<file path="src/rtl/run_pkg.sv">
// Shared types and default sizing for the host-side run controller.
package run_pkg;

    // Session phases; the FSM walks them strictly in this order.
    typedef enum logic [2:0] {
        StIdle,
        StLoad,
        StKick,
        StRun,
        StDrain,
        StFin
    } run_state_t;

    localparam int unsigned DEF_AW        = 8;
    localparam int unsigned DEF_LOAD_BASE = 0;
    localparam int unsigned DEF_LOAD_LEN  = 64;
    localparam int unsigned DEF_RES_BASE  = 64;
    localparam int unsigned DEF_RES_LEN   = 32;
    localparam int unsigned DEF_TMO       = 65535;

    // Bits needed to hold the largest of three counts (at least 1).
    function automatic int unsigned cnt_width(input int unsigned a,
                                              input int unsigned b,
                                              input int unsigned c);
        int unsigned m;
        int unsigned w;
        m = a;
        if (b > m) m = b;
        if (c > m) m = c;
        w = 1;
        for (int i = 1; i < 32; i++) begin
            if ((m >> i) != 0) w = i + 1;
        end
        return w;
    endfunction

endpackage

</file>
<file path="src/rtl/run_ctrl.sv">
// Run controller: loads host bytes into data memory, kicks the core, waits for done
// (with a watchdog), then drains result bytes back to the host.
module run_ctrl
    import run_pkg::*;
#(
    parameter int unsigned AW        = DEF_AW,
    parameter int unsigned LOAD_BASE = DEF_LOAD_BASE,
    parameter int unsigned LOAD_LEN  = DEF_LOAD_LEN,
    parameter int unsigned RES_BASE  = DEF_RES_BASE,
    parameter int unsigned RES_LEN   = DEF_RES_LEN,
    parameter int unsigned TMO       = DEF_TMO
) (
    input  logic          clk,
    input  logic          reset,
    input  logic          start,
    input  logic          in_valid,
    input  logic [7:0]    in_data,
    output logic          in_ready,
    output logic          out_valid,
    output logic [7:0]    out_data,
    input  logic          out_ready,
    output logic          req,
    input  logic          core_done,
    output logic          mem_sel,
    output logic [AW-1:0] mem_addr,
    output logic [7:0]    mem_wdata,
    output logic          mem_we,
    input  logic [7:0]    mem_rdata,
    output logic          busy,
    output logic          fin,
    output logic          err
);

    localparam int unsigned CW = cnt_width(LOAD_LEN, RES_LEN, TMO);

    localparam logic [CW-1:0] LOAD_LAST = CW'(LOAD_LEN - 1);
    localparam logic [CW-1:0] RES_LAST  = CW'(RES_LEN - 1);
    localparam logic [CW-1:0] TMO_C     = CW'(TMO);

    run_state_t    r_state;
    run_state_t    w_state_next;
    logic [CW-1:0] r_cnt;   // shared byte index for load and drain
    logic [CW-1:0] r_wdt;   // RUN cycles already elapsed
    logic          r_err;

    logic w_in_fire;
    logic w_out_fire;
    logic w_load_last;
    logic w_drain_last;
    logic w_tmo;

    // Handshakes are masked while reset is asserted so no byte moves in a reset cycle.
    assign w_in_fire    = (r_state == StLoad) && (LOAD_LEN != 0) && in_valid && reset;
    assign w_out_fire   = (r_state == StDrain) && (RES_LEN != 0) && out_ready && reset;
    assign w_load_last  = w_in_fire && (r_cnt == LOAD_LAST);
    assign w_drain_last = w_out_fire && (r_cnt == RES_LAST);
    // core_done has priority over an expiring watchdog in the same cycle.
    assign w_tmo        = (r_state == StRun) && !core_done && (r_wdt == TMO_C);

    // State register.
    always_ff @(posedge clk) begin
        if (!reset) begin
            r_state <= StIdle;
        end else begin
            r_state <= w_state_next;
        end
    end

    // Next-state logic.
    always_comb begin
        w_state_next = r_state;
        unique case (r_state)
            StIdle:  if (start) w_state_next = StLoad;
            StLoad:  if ((LOAD_LEN == 0) || w_load_last) w_state_next = StKick;
            StKick:  w_state_next = StRun;
            StRun: begin
                if (core_done) begin
                    w_state_next = StDrain;
                end else if (w_tmo) begin
                    w_state_next = StFin;
                end
            end
            StDrain: if ((RES_LEN == 0) || w_drain_last) w_state_next = StFin;
            StFin:   w_state_next = StIdle;
            default: w_state_next = StIdle;
        endcase
    end

    // Byte counter: advances on each load/drain handshake, cleared at start and in KICK.
    always_ff @(posedge clk) begin
        if (!reset) begin
            r_cnt <= '0;
        end else begin
            unique case (r_state)
                StIdle:  if (start) r_cnt <= '0;
                StLoad:  if (w_in_fire) r_cnt <= r_cnt + 1'b1;
                StKick:  r_cnt <= '0;
                StDrain: if (w_out_fire) r_cnt <= r_cnt + 1'b1;
                default: ;
            endcase
        end
    end

    // Watchdog counter: counts RUN cycles; the FSM leaves RUN before it can pass TMO.
    always_ff @(posedge clk) begin
        if (!reset) begin
            r_wdt <= '0;
        end else begin
            unique case (r_state)
                StIdle:  if (start) r_wdt <= '0;
                StKick:  r_wdt <= '0;
                StRun:   r_wdt <= r_wdt + 1'b1;
                default: ;
            endcase
        end
    end

    // Sticky error flag: set on watchdog expiry, cleared by the next accepted start.
    always_ff @(posedge clk) begin
        if (!reset) begin
            r_err <= 1'b0;
        end else if ((r_state == StIdle) && start) begin
            r_err <= 1'b0;
        end else if (w_tmo) begin
            r_err <= 1'b1;
        end
    end

    // Outputs decoded from the current state and the live handshakes.
    always_comb begin
        in_ready  = 1'b0;
        out_valid = 1'b0;
        out_data  = 8'h00;
        req       = 1'b0;
        fin       = 1'b0;
        mem_sel   = 1'b1;
        mem_addr  = '0;
        mem_wdata = 8'h00;
        mem_we    = 1'b0;
        unique case (r_state)
            StLoad: begin
                in_ready  = (LOAD_LEN != 0) && reset;
                mem_addr  = AW'(LOAD_BASE) + AW'(r_cnt);
                mem_wdata = in_data;
                mem_we    = w_in_fire;
            end
            StKick: begin
                req     = 1'b1;
                mem_sel = 1'b0;
            end
            StRun: begin
                mem_sel = 1'b0;
            end
            StDrain: begin
                // Address only moves on a handshake, so out_data is stable while stalled.
                out_valid = (RES_LEN != 0) && reset;
                mem_addr  = AW'(RES_BASE) + AW'(r_cnt);
                out_data  = mem_rdata;
            end
            StFin: begin
                fin = 1'b1;
            end
            default: ;
        endcase
    end

    assign busy = (r_state != StIdle);
    assign err  = r_err;

endmodule

</file>
<file path="config.mk">
export PLATFORM = sky130hd
export DESIGN_NAME = run_ctrl
export DESIGN_NICKNAME = d
export VERILOG_FILES = /design/src/rtl/run_pkg.sv /design/src/rtl/run_ctrl.sv
export SDC_FILE = /design/constraint.sdc
export NUM_CORES = 1
export LEC_CHECK = 0
export CAP_MARGIN = 20
export CORE_MARGIN = 10
export CORE_UTILIZATION = 54
export DETAILED_ROUTE_END_ITERATION = 8
export PLACE_DENSITY = 0.83
export SLEW_MARGIN = 20
export SYNTH_ARGS = -nofsm -noshare
export SYNTH_HDL_FRONTEND = slang
export SYNTH_SLANG_ARGS = --single-unit
</file>
<file path="constraint.sdc">
create_clock -name clk -period 4.55 [get_ports clk]
set_input_delay 0.455 -clock clk [delete_from_list [all_inputs] [get_ports clk]]
set_output_delay 0.455 -clock clk [all_outputs]
set_load 0.02 [all_outputs]
</file>
Word level (Yosys, flattened, before mapping)
Index checks and enable logic that the tools add are counted.
{"block": "totals", "reg_bits": 36, "inputBits": 22, "output_inout_bits": 32, "word_cells": 61}
{"block": "op_classes", "addsub": 3, "n_eq_ne": 14, "n_mux": 20, "bitwise": 1, "reduce_logical": 19}
{"cell": "$pmux 16 s4", "n": 1}
{"cell": "$mux 16", "n": 3}
{"cell": "$pmux 16 s3", "n": 1}
{"cell": "$add 16x1->16 const B", "n": 2}
{"cell": "$eq 16x16->1 const B", "n": 1}
{"cell": "$eq 16x5->1 const B", "n": 1}
{"cell": "$eq 16x6->1 const B", "n": 1}
{"cell": "$mux 8", "n": 2}
{"cell": "$pmux 8 s2", "n": 1}
{"cell": "$mux 3", "n": 5}
{"cell": "$pmux 3 s5", "n": 1}
{"cell": "$ne 2x2->1 const B", "n": 5}
{"cell": "$logic_and 1x1->1", "n": 9}
{"cell": "$add 7x8->8 const A", "n": 1}
{"cell": "$reduce_and 4->1", "n": 2}
{"cell": "$eq 3x2->1 const B", "n": 2}
{"cell": "$eq 3x3->1 const B", "n": 2}
{"cell": "$mux 1", "n": 6}
{"cell": "$reduce_bool 3->1", "n": 2}
{"cell": "$reduce_bool 4->1", "n": 1}
{"cell": "$reduce_or 2->1", "n": 2}
{"cell": "$eq 3x1->1 const B", "n": 1}
{"cell": "$logic_not 3->1", "n": 1}
{"cell": "$ne 3x3->1 const B", "n": 1}
{"cell": "3 further kinds", "n": 3}

Depth between registers and ports, before layout
{"block": "depth", "ltp_word": 6, "ltp_mapped": 7, "mapped_depth_nobuf": 5}

Worst setup path after synthesis
No wires, ideal clock.
{"block": "synth_path", "path_kind": "register to output", "startpoint": "register r_state[2]", "endpoint": "output port out_data[0]", "t_arrival_ps": 1484, "required_time_ps": 4095, "path_slack_ps": 2611, "path_stages_with_launch": 5, "n_path_buf": 2, "cell_sequence": "dfxtp_1 -> clkbuf_1 -> nor3b_1 -> clkbuf_1 -> and2_1"}
{"block": "synth_between", "elab_chain_len": 2}
{"item": "start, declared", "line_no": "run_ctrl.sv:40", "text": "run_state_t r_state;"}
{"item": "start signal, assigned", "line_no": "run_ctrl.sv:63", "text": "r_state <= StIdle;"}
{"item": "start signal, assigned", "line_no": "run_ctrl.sv:65", "text": "r_state <= w_state_next;"}
{"item": "$eq 3x3->1", "line_no": "run_ctrl.sv:140", "text": "unique case (r_state)"}
{"item": "$mux 8", "line_no": "run_ctrl.sv:140"}
{"item": "end, declared", "line_no": "run_ctrl.sv:20", "text": "output logic [7:0] out_data,"}
Every way passes these cells.

Worst setup path after layout
{"block": "layout_path", "startpoint": "register r_state[0]", "endpoint": "output port mem_we"}
{"block": "layout_between", "elab_chain_len": 4}
{"item": "$eq 3x1->1 *", "line_no": "run_ctrl.sv:53, run_ctrl.sv:140"}
{"item": "$logic_and 1x1->1 (2 in a row)", "line_no": "run_ctrl.sv:53", "text": "assign w_in_fire = (r_state == StLoad) && (LOAD_LEN != 0) && in_valid && reset;"}
{"item": "$mux 1 *", "line_no": "run_ctrl.sv:140"}
{"item": "end, declared", "line_no": "run_ctrl.sv:27", "text": "output logic mem_we,"}
Every way passes the cells marked *; elsewhere a longest branch is shown, timed or not.

==> out/metrics.yaml <==
outcome: "finished, final reports clean"
detailedRoute.firstIterationViolations: 166
synth_simple_gate_area_frac: 0.311
timing.setup.critical_path_class: "flop to primary output"
hold_class: "flop to flop"
detail-route-antenna-nets: 0
timing.critical_path.required_ns: 4.09
wl_per_cell_um: 15.1
max_stage_delay_ns: 0.73
clock_tree.buffer_depth: 2
h-tree-depth: 2
rows: 23
fraction_of_layout_instances_using_a_drive_strength_above_1: 0.0640
instances_no_fill: 378
syn_area_per_cell_sq_um: 8.06
synthMuxAreaShare: 0.0442
fill_cell_instance_count_of_the_final_layout: 309
area_of_the_multi_input_gates_sq_um: 1440
seqPwrFrac: 0.298
via_count: 2143
clock_input_transition_at_the_sequential_cells_of_the_worst_setup_and_hold_paths_ns: 0.08
power_frac_comb: 0.413
dpl_worst_slack_ns: 1.49
synth_xor_xnor_area_share: 0.0271
global_route.overflow_total: 0
seq_area_sq_um: 721
grt_max_degree: 24
post-route-period-util: 0.714
totalWireLength_um: 5720
final-setup-viol-count: 0
compound_cell_area_share_of_the_yosys_netlist: 0.226
fin_ws_ns: 1.30
timing.final.max_slew_violations: 0
totalNegativeSetupSlack_ns: 0
dominant_combinational_cell_family_by_area_after_synthesis: "simple AND/OR/NAND/NOR gates"
die_y_um: 84.8
period_minus_slack_ns: 3.25
start_util: 0.562
chipWidth_um: 84.8
totalPowerFinal_mw: 1.37
cts_repair_resize_count: 0
drt_pass1_iterations: 4
ys_ff_latch: 36
clock_latency_late_sink_ns: 0.29
critPathArrivalTime_ns: 2.80
adder_cell_area_share_of_the_yosys_netlist: 0.0221
detailed_place_hpwl_um: 4280
finalHoldViolCount: 0
clock_skew_ns: 0.00672
holdWs_ns: 0.477
top_post_synthesis_cells_by_area: "sky130_fd_sc_hd__dfxtp_1 32%, sky130_fd_sc_hd__and2_1 6.6%, sky130_fd_sc_hd__nand2_1 5.3%"
synth_top_area_frac: 0.318
synth.largest_area_cell: "sky130_fd_sc_hd__dfxtp_1"
cts-buffers-inserted: 5
rsz0062_at_grt: "no"
worst-slew-pin-transition_ns: 0.825
numClockSinks: 36
slew_headroom: 0.450
post-cts-setup-buffers: 0
cellPowerDensity_nw_per_um2: 462
area_delta_synth_final_pct: 31.1
postLayoutCoreUtil: 0.738
place_inst: 370
crit_path_start_kind: "flop"
synth.yosys.warnings: 0
cpMaxStageDelayCell: "sky130_fd_sc_hd__dfxtp_1"
numPortBuffers: 53
gp_routability_congestion: 0.770
p_sw_mw: 0.522
num-nets-final: 353
category_of_the_worst_setup_path_capture_point: "primary output"
grt_pass1_vias: 2019
max-cap-violations: 0
power.leakage_nw: 0.962
swShare: 0.380
crit_path_cells: "nor3b_2 -> nand3_1 -> buf_4 -> inv_1 -> clkdlybuf4s50_1"
fmax_mhz: 308
route.detailed.drc: 0
ys_seq_area_frac: 0.318
n_antenna_cell: 0
netlist-cell-type-count: 48
vias_per_cell: 5.67
clock_power_share: 0.289
maximum_vdd_drop_v: 0.000223
core_area_sq_um: 4030
die_area_sq_um: 7190
internal_power_mw: 0.851
fin_area_sq_um: 2970
postPlaceCellArea_sq_um: 2810
floorplan.io_pins: 54
synth.net_count: 307
cts_hold_buf: 0
grt_antenna_before_repair: 0
first_pass_grt_wire_length_um: 9940
synthCells: 281
cts_tree: "built"
grtUsageTotal: 0.162
cts_root_buf: "sky130_fd_sc_hd__clkbuf_8"
critical_path_peak_fanout: 21
netlist_area_sq_um: 2270
-- cells in the mapped netlist, drive strengths merged --
master,number
a2111o,7
a2111oi,6
a211oi,6
a21boi,2
a21o,1
a21oi,16
a22o,1
a22oi,2
and2,24
and3,4
and4,2
buf,5
clkbuf,11
dfxtp,36
ha,4
inv,12
mux2i,10
nand2,32
nand2b,8
nand3,12
nand3b,2
nand4,6
nand4b,2
nor2,8
nor2b,5
nor3,4
nor3b,2
nor4,3
nor4b,1
o211ai,1
o21ai,16
o21bai,1
o221a,1
o22ai,1
o2bb2ai,1
o31a,2
o31ai,4
o41ai,1
or3,11
or4,1
xnor2,7
-- final cells by class --
| cell class | instances | area share |
|---|---|---|
| clock inverters | 3 | 0.0303 |
| clock buffers | 5 | 0.0232 |
| inverters | 12 | 0.0152 |
| well taps | 50 | 0.0211 |
| multi-input cells | 217 | 0.484 |
| flip-flops and latches | 36 | 0.243 |
| repair buffers | 55 | 0.184 |
-- per-layer routing --
| layer | up-vias | GRT usage | wire [um] |
|---|---|---|---|
| met2 | 25 | 0.281 | 2830 |
| met4 | 0 | 0.0359 | 19 |
| met5 | - | 0 | 0 |
| met3 | 3 | 0.0396 | 201 |
| met1 | 997 | 0.196 | 2670 |
| li1 | 1118 | - | - |
-- critical path, delay by kind of cell, from the launching register on --
kind,cells,cell delay (ns)
buf+inv,3,0.99
simple gates,2,0.77
flops,1,0.73
-- cell usage in the layout, fill, tap and decap left out, drive strengths merged, types with 2 or more instances in the layout --
| master | instances |
|---|---|
| clkdlybuf4s50 | 53 |
| dfxtp | 36 |
| nand2 | 32 |
| and2 | 24 |
| a21oi | 16 |
| o21ai | 16 |
| nand3 | 12 |
| inv | 12 |
| or3 | 11 |
| mux2i | 10 |
| nor2 | 8 |
| nand2b | 8 |
| xnor2 | 7 |
| a2111o | 7 |
| nand4 | 6 |
| a211oi | 6 |
| a2111oi | 6 |
| nor2b | 5 |
| clkbuf | 5 |
| nor3 | 4 |
| and3 | 4 |
| ha | 4 |
| o31ai | 4 |
| nor4 | 3 |
| bufinv | 3 |
| nor3b | 2 |
| nand4b | 2 |
| o31a | 2 |
| a21boi | 2 |
| nand3b | 2 |
| and4 | 2 |
| a22oi | 2 |
| buf | 2 |
-- state kept, by name, indices dropped and copies added (netlist names) --
| register | cells |
|---|---|
| err | 1 |
| r_cnt | 16 |
| r_state | 3 |
| r_wdt | 16 |
-- power groups by stage --
stage | clock [mW] | sequential [mW] | combinational [mW]
2_1_floorplan | 0 | 0.361 | 0.422
3_3_place_gp | 0 | 0.410 | 0.559
3_5_place_dp | 0 | 0.413 | 0.566
4_1_cts | 0.401 | 0.405 | 0.569
5_1_grt | 0.417 | 0.417 | 0.624
6_report | 0.397 | 0.410 | 0.567
-- path summary, 6_finish.rpt --
kind	end	from	cells after the start	slack (ns)
worst min register to register	r_cnt[13]	r_cnt[13]	2	0.48
worst max-delay path	mem_we	r_state[0]	5	1.30
worst max register to register	r_cnt[10]	r_state[0]	5	2.11
worst min-delay path	r_cnt[13]	r_cnt[13]	2	0.48
-- kinds of logic (layout without fill, tap and decap cells) --
family	Yosys count	after routing
fa+ha+maj	4	4
compound gates	69	69
mux	10	10
flops	36	36
simple gates	127	127
xor+xnor	7	7
buf+inv	28	75
Power figures use the tool's default switching activity.
